<file path="src/rtl/cache_mem_arbiter_pkg.sv">
// Shared types for the cache memory-port arbiter: FSM states, requester IDs
// and the round-robin pick used to resolve simultaneous requests.
package cache_mem_arbiter_pkg;

    typedef enum logic {
        IDLE,
        BUSY
    } arb_state_t;

    typedef enum logic {
        REQ_I,
        REQ_D
    } requester_t;

    // Two-way round-robin: on a tie the requester that did not win last time goes next.
    function automatic requester_t rr_pick(input logic i_active,
                                           input logic d_active,
                                           input requester_t last_grant);
        requester_t pick;
        if (i_active && d_active) begin
            if (last_grant == REQ_I) pick = REQ_D;
            else                     pick = REQ_I;
        end else if (d_active) begin
            pick = REQ_D;
        end else begin
            pick = REQ_I;
        end
        return pick;
    endfunction

endpackage

</file>
<file path="src/rtl/cache_mem_arbiter_if.sv">
// Bundle of the I-cache, D-cache and memory-side signals around the arbiter.
// The arbiter takes the slave view; the caches/memory environment takes master.
interface cache_mem_arbiter_if #(
    parameter int ADDR_WIDTH = 32,
    parameter int LINE_WIDTH = 256
);

    logic [ADDR_WIDTH-1:0] i_dfp_addr;
    logic                  i_dfp_read;
    logic                  i_dfp_write;
    logic [LINE_WIDTH-1:0] i_dfp_wdata;
    logic [LINE_WIDTH-1:0] i_dfp_rdata;
    logic                  i_dfp_resp;

    logic [ADDR_WIDTH-1:0] d_dfp_addr;
    logic                  d_dfp_read;
    logic                  d_dfp_write;
    logic [LINE_WIDTH-1:0] d_dfp_wdata;
    logic [LINE_WIDTH-1:0] d_dfp_rdata;
    logic                  d_dfp_resp;

    logic [ADDR_WIDTH-1:0] mem_addr;
    logic                  mem_read;
    logic                  mem_write;
    logic [LINE_WIDTH-1:0] mem_wdata;
    logic [LINE_WIDTH-1:0] mem_rdata;
    logic                  mem_resp;

    modport slave (
        input  i_dfp_addr, i_dfp_read, i_dfp_write, i_dfp_wdata,
        output i_dfp_rdata, i_dfp_resp,
        input  d_dfp_addr, d_dfp_read, d_dfp_write, d_dfp_wdata,
        output d_dfp_rdata, d_dfp_resp,
        output mem_addr, mem_read, mem_write, mem_wdata,
        input  mem_rdata, mem_resp
    );

    modport master (
        output i_dfp_addr, i_dfp_read, i_dfp_write, i_dfp_wdata,
        input  i_dfp_rdata, i_dfp_resp,
        output d_dfp_addr, d_dfp_read, d_dfp_write, d_dfp_wdata,
        input  d_dfp_rdata, d_dfp_resp,
        input  mem_addr, mem_read, mem_write, mem_wdata,
        output mem_rdata, mem_resp
    );

endinterface

</file>
<file path="src/rtl/cache_mem_arbiter.sv">
// Shares one cacheline-wide memory port between the I-cache and D-cache.
// One transaction in flight; ownership is latched at grant and held until mem_resp.
module cache_mem_arbiter
    import cache_mem_arbiter_pkg::*;
#(
    parameter int ADDR_WIDTH = 32,
    parameter int LINE_WIDTH = 256
) (
    input logic clk,
    input logic rst,
    cache_mem_arbiter_if.slave bus
);

    arb_state_t state;
    arb_state_t next_state;
    requester_t owner;
    requester_t last_grant;
    requester_t pick;

    logic                  i_active;
    logic                  d_active;
    logic                  grant;
    logic [ADDR_WIDTH-1:0] next_addr;
    logic [LINE_WIDTH-1:0] next_wdata;
    logic                  next_read;
    logic                  next_write;

    always_ff @(posedge clk) begin
        if (rst) state <= IDLE;
        else     state <= next_state;
    end

    // Write wins if a requester raises both strobes; that case is flagged by the assertion below.
    always_comb begin
        i_active       = bus.i_dfp_read | bus.i_dfp_write;
        d_active       = bus.d_dfp_read | bus.d_dfp_write;
        pick           = rr_pick(i_active, d_active, last_grant);
        next_state     = state;
        grant          = 1'b0;
        bus.i_dfp_resp = 1'b0;
        bus.d_dfp_resp = 1'b0;
        if (pick == REQ_I) begin
            next_addr  = bus.i_dfp_addr;
            next_wdata = bus.i_dfp_wdata;
            next_write = bus.i_dfp_write;
            next_read  = bus.i_dfp_read & ~bus.i_dfp_write;
        end else begin
            next_addr  = bus.d_dfp_addr;
            next_wdata = bus.d_dfp_wdata;
            next_write = bus.d_dfp_write;
            next_read  = bus.d_dfp_read & ~bus.d_dfp_write;
        end
        case (state)
            IDLE: begin
                if (i_active || d_active) begin
                    grant      = 1'b1;
                    next_state = BUSY;
                end
            end
            BUSY: begin
                if (bus.mem_resp) begin
                    bus.i_dfp_resp = (owner == REQ_I);
                    bus.d_dfp_resp = (owner == REQ_D);
                    next_state     = IDLE;
                end
            end
            default: next_state = IDLE;
        endcase
    end

    assign bus.i_dfp_rdata = bus.mem_rdata;
    assign bus.d_dfp_rdata = bus.mem_rdata;

    // Memory-side registers load only at grant, so they stay frozen for the whole transaction.
    always_ff @(posedge clk) begin
        if (rst) begin
            bus.mem_addr  <= '0;
            bus.mem_wdata <= '0;
            bus.mem_read  <= 1'b0;
            bus.mem_write <= 1'b0;
            owner         <= REQ_I;
            last_grant    <= REQ_D;
        end else if (grant) begin
            bus.mem_addr  <= next_addr;
            bus.mem_wdata <= next_wdata;
            bus.mem_read  <= next_read;
            bus.mem_write <= next_write;
            owner         <= pick;
            last_grant    <= pick;
        end else if (state == BUSY && bus.mem_resp) begin
            bus.mem_read  <= 1'b0;
            bus.mem_write <= 1'b0;
        end
    end

    i_rw_exclusive: assert property (@(posedge clk) disable iff (rst)
        !(bus.i_dfp_read && bus.i_dfp_write));
    d_rw_exclusive: assert property (@(posedge clk) disable iff (rst)
        !(bus.d_dfp_read && bus.d_dfp_write));

endmodule

</file>
<file path="src/flat_wrapper.sv">
// flat-port wrapper written by rule: the top's interface ports become plain ports
module cache_mem_arbiter_flat import cache_mem_arbiter_pkg::*;
#(
    parameter int ADDR_WIDTH = 32,
    parameter int LINE_WIDTH = 256
)
  (clk, rst, bus_i_dfp_addr, bus_i_dfp_read, bus_i_dfp_write, bus_i_dfp_wdata, bus_i_dfp_rdata, bus_i_dfp_resp, bus_d_dfp_addr, bus_d_dfp_read, bus_d_dfp_write, bus_d_dfp_wdata, bus_d_dfp_rdata, bus_d_dfp_resp, bus_mem_addr, bus_mem_read, bus_mem_write, bus_mem_wdata, bus_mem_rdata, bus_mem_resp);
  cache_mem_arbiter_if #(.ADDR_WIDTH(ADDR_WIDTH), .LINE_WIDTH(LINE_WIDTH)) bus_i ();
  input logic clk;
  input logic rst;
  input wire logic [$bits(bus_i.i_dfp_addr)-1:0] bus_i_dfp_addr;
  input wire logic [$bits(bus_i.i_dfp_read)-1:0] bus_i_dfp_read;
  input wire logic [$bits(bus_i.i_dfp_write)-1:0] bus_i_dfp_write;
  input wire logic [$bits(bus_i.i_dfp_wdata)-1:0] bus_i_dfp_wdata;
  output wire logic [$bits(bus_i.i_dfp_rdata)-1:0] bus_i_dfp_rdata;
  output wire logic [$bits(bus_i.i_dfp_resp)-1:0] bus_i_dfp_resp;
  input wire logic [$bits(bus_i.d_dfp_addr)-1:0] bus_d_dfp_addr;
  input wire logic [$bits(bus_i.d_dfp_read)-1:0] bus_d_dfp_read;
  input wire logic [$bits(bus_i.d_dfp_write)-1:0] bus_d_dfp_write;
  input wire logic [$bits(bus_i.d_dfp_wdata)-1:0] bus_d_dfp_wdata;
  output wire logic [$bits(bus_i.d_dfp_rdata)-1:0] bus_d_dfp_rdata;
  output wire logic [$bits(bus_i.d_dfp_resp)-1:0] bus_d_dfp_resp;
  output wire logic [$bits(bus_i.mem_addr)-1:0] bus_mem_addr;
  output wire logic [$bits(bus_i.mem_read)-1:0] bus_mem_read;
  output wire logic [$bits(bus_i.mem_write)-1:0] bus_mem_write;
  output wire logic [$bits(bus_i.mem_wdata)-1:0] bus_mem_wdata;
  input wire logic [$bits(bus_i.mem_rdata)-1:0] bus_mem_rdata;
  input wire logic [$bits(bus_i.mem_resp)-1:0] bus_mem_resp;
  assign bus_i.i_dfp_addr = bus_i_dfp_addr;
  assign bus_i.i_dfp_read = bus_i_dfp_read;
  assign bus_i.i_dfp_write = bus_i_dfp_write;
  assign bus_i.i_dfp_wdata = bus_i_dfp_wdata;
  assign bus_i_dfp_rdata = bus_i.i_dfp_rdata;
  assign bus_i_dfp_resp = bus_i.i_dfp_resp;
  assign bus_i.d_dfp_addr = bus_d_dfp_addr;
  assign bus_i.d_dfp_read = bus_d_dfp_read;
  assign bus_i.d_dfp_write = bus_d_dfp_write;
  assign bus_i.d_dfp_wdata = bus_d_dfp_wdata;
  assign bus_d_dfp_rdata = bus_i.d_dfp_rdata;
  assign bus_d_dfp_resp = bus_i.d_dfp_resp;
  assign bus_mem_addr = bus_i.mem_addr;
  assign bus_mem_read = bus_i.mem_read;
  assign bus_mem_write = bus_i.mem_write;
  assign bus_mem_wdata = bus_i.mem_wdata;
  assign bus_i.mem_rdata = bus_mem_rdata;
  assign bus_i.mem_resp = bus_mem_resp;
  cache_mem_arbiter #(.ADDR_WIDTH(ADDR_WIDTH), .LINE_WIDTH(LINE_WIDTH)) u_core (.clk(clk), .rst(rst), .bus(bus_i));
endmodule
</file>
<file path="config.mk">
export PLATFORM = sky130hd
export DESIGN_NAME = cache_mem_arbiter_flat
export DESIGN_NICKNAME = d
export VERILOG_FILES = /design/src/rtl/cache_mem_arbiter_pkg.sv /design/src/rtl/cache_mem_arbiter_if.sv /design/src/rtl/cache_mem_arbiter.sv /design/src/flat_wrapper.sv
export SDC_FILE = /design/constraint.sdc
export NUM_CORES = 1
export LEC_CHECK = 0
export ABC_CLOCK_PERIOD_IN_PS = 2200
export CAP_MARGIN = 5
export CORE_AREA = 2 2 642 644
export DETAILED_ROUTE_END_ITERATION = 6
export DIE_AREA = 0 0 644 646
export MAX_ROUTING_LAYER = met4
export SETUP_SLACK_MARGIN = 0.5
export SYNTH_ARGS = -nofsm -noshare
export SYNTH_HDL_FRONTEND = slang
export SYNTH_SLANG_ARGS = --single-unit
</file>
<file path="constraint.sdc">
create_clock -name clk -period 2.2 [get_ports clk]
set_clock_uncertainty 0.1 [all_clocks]
set_input_delay 0.44 -clock clk [delete_from_list [all_inputs] [get_ports clk]]
set_output_delay 0.44 -clock clk [all_outputs]
set_load 0.01 [all_outputs]
</file>
---- Word-level counts from Yosys, hierarchy flattened ----
Index checks and enable logic that the tools add are counted.
cells by class
  mux-type cells .......................... 18
  bitwise logic cells ..................... 8
  reductions and logical operators ........ 4
operator list
  kind                                   number
  256-bit two-way mux                    1
  32-bit two-way mux                     1
  1-bit two-way mux                      15
  1-bit inverter                         4
  1-bit AND                              2
  1-bit logical AND                      2
  1-bit bitwise OR                       2
  1-bit one-hot mux with 2 select lines  1
  2-bit nonzero test                     1
  1-bit logical OR                       1
storage, ports and cells
  word-level logic and storage cells ...... 37
  register bits after elaboration ......... 293
  bits of input ports ..................... 839
  output and inout bits ................... 804

---- Logic depth before layout (Yosys ltp) ----
Gate-level depths: netlist of the first run.
  depth in word-level cells ............... 5
  gate-level depth with buffers ........... 7
  gate-level depth less buffers ........... 4

---- Worst setup path after synthesis of the first run ----
No wires, ideal clock.
  path kind ............................... input to register
  start point ............................. input port bus_d_dfp_write
  end point ............................... register u_core.bus.mem_wdata[152]
  required time ........................... 1,966 ps
  arrival ................................. 1,550 ps
  cell stages on the path ................. 7
  path slack .............................. 416 ps
  setup time .............................. 134 ps
  buffers on the path ..................... 3
  cells stage by stage .................... or2_2 -> and2_1 -> buf_2 -> buf_2 -> buf_2 -> a21oi_1 -> a211oi_1
on the way
  longest elaborated chain between the ends .. 4
  elaborated cells between the ends (all ways) .. 8
  classes of those cells .................. mux (5); bitwise (1); reduce/logical (2)
ends and longest elaborated chain
  what                                                      RTL line                                              text
  start, declared                                           flat_wrapper.sv:19                                    input wire logic [$bits(bus_i.d_dfp_write)-1:0] bus_d_dfp_write;
  1-bit bitwise OR (*)                                      cache_mem_arbiter.sv:36                               d_active = bus.d_dfp_read | bus.d_dfp_write;
  1-bit two-way mux (tied with other cells)                 cache_mem_arbiter_pkg.sv:23                           end else if (d_active) begin
  1-bit two-way mux (on tied branches)                      cache_mem_arbiter_pkg.sv:20, cache_mem_arbiter.sv:55
  256-bit two-way mux or 1-bit two-way mux (tied branches)  cache_mem_arbiter.sv:42, cache_mem_arbiter.sv:53
  end signal, assigned                                      cache_mem_arbiter.sv:85                               bus.mem_wdata <= next_wdata;
  end, declared                                             cache_mem_arbiter_if.sv:34                            output mem_addr, mem_read, mem_write, mem_wdata,
Mark *: on every way between the ends. The rest lies on a longest branch, timed or not.
A chain may end at the register's enable or synchronous reset.

---- Worst setup path after layout of the first run ----
  start point ............................. register u_core.state
  end point ............................... output port bus_i_dfp_resp
on the way
  longest elaborated chain between the ends .. 1
ends and longest elaborated chain
  what                    RTL line                 text
  start, declared         cache_mem_arbiter.sv:14  arb_state_t state;
  start signal, assigned  cache_mem_arbiter.sv:30  else state <= next_state;
  1-bit two-way mux       cache_mem_arbiter.sv:53  case (state)
  end, declared           flat_wrapper.sv:16       output wire logic [$bits(bus_i.i_dfp_resp)-1:0] bus_i_dfp_resp;
Every way passes these cells.

==> results of run 1 <==
tightest hold or removal path, cell delays in order:
cell             delay, ps
clkdlybuf4s50_1        400
nand2_1                 60
a211oi_1                50
per-layer routing:
layer  routed length [µm]  GRT usage (%)
met4                13300           3.91
met1                79100           9.81
met5                    0              -
met2               138000           21.1
met3                81500           16.9
repair_timing:
| action | in CTS | in global routing |
|---|---|---|
| cloned | 7 | 79 |
| buffers inserted | 17 | 134 |
| gates resized for setup | 1035 | 1273 |
| setup endpoints to repair | 582 | 577 |
| pin swaps | 2 | 282 |
sequential cells by signal, summed over array words and instances (netlist names):
register              count
u_core.bus.mem_write      1
u_core.bus.mem_addr      32
u_core.state              1
u_core.bus.mem_wdata    256
u_core.bus.mem_read       1
u_core.last_grant         1
u_core.owner              1
final cells by class:
| cell class | count | area (µm²) | area share [%] |
|---|---|---|---|
| inverters | 1 | 3.75 | 0.00982 |
| clock buffers | 59 | 1230 | 3.21 |
| diodes | 37 | 92.6 | 0.242 |
| clock inverters | 23 | 268 | 0.701 |
| repair buffers | 1240 | 15500 | 40.6 |
| multi-input cells | 1184 | 7880 | 20.6 |
| well taps | 5451 | 6820 | 17.8 |
| flip-flops and latches | 293 | 6410 | 16.8 |
power by group:
group	internal, mW	total, mW	switching, mW
logic	4.79	9.82	5.03
clock network	4.14	7.66	3.52
registers	5.98	6.63	0.645
kinds of logic after synthesis:
group | after synthesis | synth area share [%]
AOI/OAI and AO/OA | 585 | 22.3
buffers and inverters | 672 | 27.9
DFF | 293 | 35.8
and+or+nand+nor | 598 | 14.0
path summary, 6_finish.rpt:
kind | start | endpoint | slack [ps] | depth (start not counted)
min reg2reg | u_core.bus.mem_write$_SDFFE_PP0P_ | u_core.bus.mem_write$_SDFFE_PP0P_ | 370 | 2
max reg2reg | u_core.state$_SDFF_PP0_ | u_core.bus.mem_wdata[110]$_SDFFE_PP0P_ | 260 | 11
max | u_core.state$_SDFF_PP0_ | bus_i_dfp_resp | 190 | 4
min | bus_i_dfp_wdata[128] | u_core.bus.mem_wdata[128]$_SDFFE_PP0P_ | 150 | 3
cell usage in the layout, fill, tap and decap left out, types with 42 or more instances in the layout:
| cell type | netlist | routed |
|---|---|---|
| clkdlybuf4s50_1 | 0 | 577 |
| nand2_1 | 294 | 293 |
| dfxtp_2 | 0 | 223 |
| a21oi_1 | 293 | 188 |
| nor2_1 | 292 | 170 |
| buf_4 | 522 | 169 |
| buf_12 | 0 | 163 |
| buf_6 | 1 | 150 |
| a211oi_2 | 0 | 147 |
| a211oi_1 | 288 | 141 |
| buf_8 | 0 | 99 |
| nor2_2 | 1 | 97 |
| clkbuf_16 | 0 | 94 |
| dfxtp_4 | 0 | 70 |
| a21oi_2 | 0 | 63 |
| a21oi_4 | 0 | 42 |
==> results.py, run 1 <==
metrics = {
    "outcome": {
        "violations": "design-rule violations",
        "status": "finished with violations",
    },
    "detailed_routing": {
        "viasPerCell": 2.51,
        "dr.pass1.iters": 7,
        "drc": 41,
        "drtAntennaViolNets": 0,
        "vias": 20800,
        "dr.first_iter.drc_count": 2242,
        "drt_wl_total_um": 312000,
        "routedWlPerCell_um": 37.6,
    },
    "clock_network": {
        "cts_tree": "yes",
        "root_buffer": "clkbuf_16",
        "worstSkewPairLatency_ps": 700,
        "h-tree-depth": 2,
        "cts_buffers": 44,
        "path_clk_slew_ps": 60,
        "clk_path_buf_depth": 3,
        "clock-sinks": 293,
        "hold_buffers": 0,
    },
    "timing": {
        "fin_setup_tns_ps": 0,
        "drv_slew": 0,
        "finalWorstSetupSlack_ps": 194,
        "min_period_ps": 2010,
        "holdWs_ps": 154,
        "fmax_mhz": 499,
        "worst_pin_slew_ps": 766,
        "rsz0062_at_grt": "yes",
        "max_slew_margin_pct": 49.0,
        "period_share_pct": 91.2,
        "setup_viol_count_final": 0,
        "hold_viol": 0,
    },
    "grt": {
        "grt_max_degree": 59,
        "grt_pass1_vias": 17500,
        "grt_pass1_wl_um": 331000,
        "gr-usage-all-layers_pct": 13.8,
        "grt-ovfl-total": 0,
        "antenna_found_initial": 132,
    },
    "final_layout": {
        "stdcell_area_um2": 38200,
        "fillers": 47200,
        "instances_no_fill": 8288,
        "nets": 3603,
        "area_delta_synth_final_pct": 133,
        "fin_util_pct": 9.35,
        "drive_gt1_share_pct": 50.4,
    },
    "setup_path": {
        "worst_setup_path_start_kind": "flip-flop",
        "cp_num_buf_inv": 2,
        "critical_path_class": "reg2out",
        "path_cells": "nand2_4 -> nor2_4 -> buf_6 -> buf_12",
        "critPathArrivalTime_ps": 1470,
        "path_max_fanout": 4,
        "endpoint_kind": "output pin",
        "path_delay_family": "flip-flops",
        "cpMaxStageDelayCell": "dfxtp_4",
        "slowest_delay_ps": 370,
        "worstPathRequired_ps": 1660,
    },
    "floorplan": {
        "ios": 1643,
        "dieHeight_um": 646,
        "rows": 235,
        "die_x_um": 644,
        "core_um2": 409000,
        "initial_core_util_pct": 4.01,
        "die-area_um2": 416000,
    },
    "place": {
        "pre_cts_ws_ps": -749,
        "hpwl_um": 265000,
        "place.gp.congestion": 0.937,
        "dp_cells": 7932,
        "io_buffers": 874,
        "placed_area_um2": 28500,
    },
    "pwr": {
        "p_per_area_nw_per_um2": 631,
        "p_leak_nw": 13.0,
        "ir_worst_vdd_v": 0.000614,
        "finalPower_mw": 24.1,
    },
    "synth": {
        "synthCells": 2148,
        "yosys_warnings": 0,
        "synth_area_um2": 16400,
        "synth_area_per_cell_um2": 7.62,
        "synth_common_cells": "522 x buf_4, 294 x nand2_1, 293 x a21oi_1, 293 x dfxtp_1, 292 x nor2_1",
        "yosys_register_bits": 293,
        "synth_ff_type": "dfxtp_1",
        "synth_top_cell_area_share_pct": 35.8,
        "ys_async_sr_fraction_pct": 0,
        "yosys-top-cells-area": "dfxtp_1 36%, buf_4 24%, a211oi_1 13%",
        "yosysTopAreaCell": "dfxtp_1",
        "synth-edff-count": 0,
        "synth_most_common_cell": "buf_4",
        "synth_nets": 2987,
        "synth.distinct_cells": 26,
        "ys_seq_area_share_pct": 35.8,
    },
    "run": {
        "maxCapViolCount": 0,
    },
    "min_path": {
        "hold_class": "in2reg",
    },
}
Note: power is estimated with default switching activity, not from simulation.
==> run 2: changes to the inputs <==
- SLEW_MARGIN: not set -> 25
==> results of run 2 <==
Same layout as run 1: the final DEF is identical, and so are final timing and power.
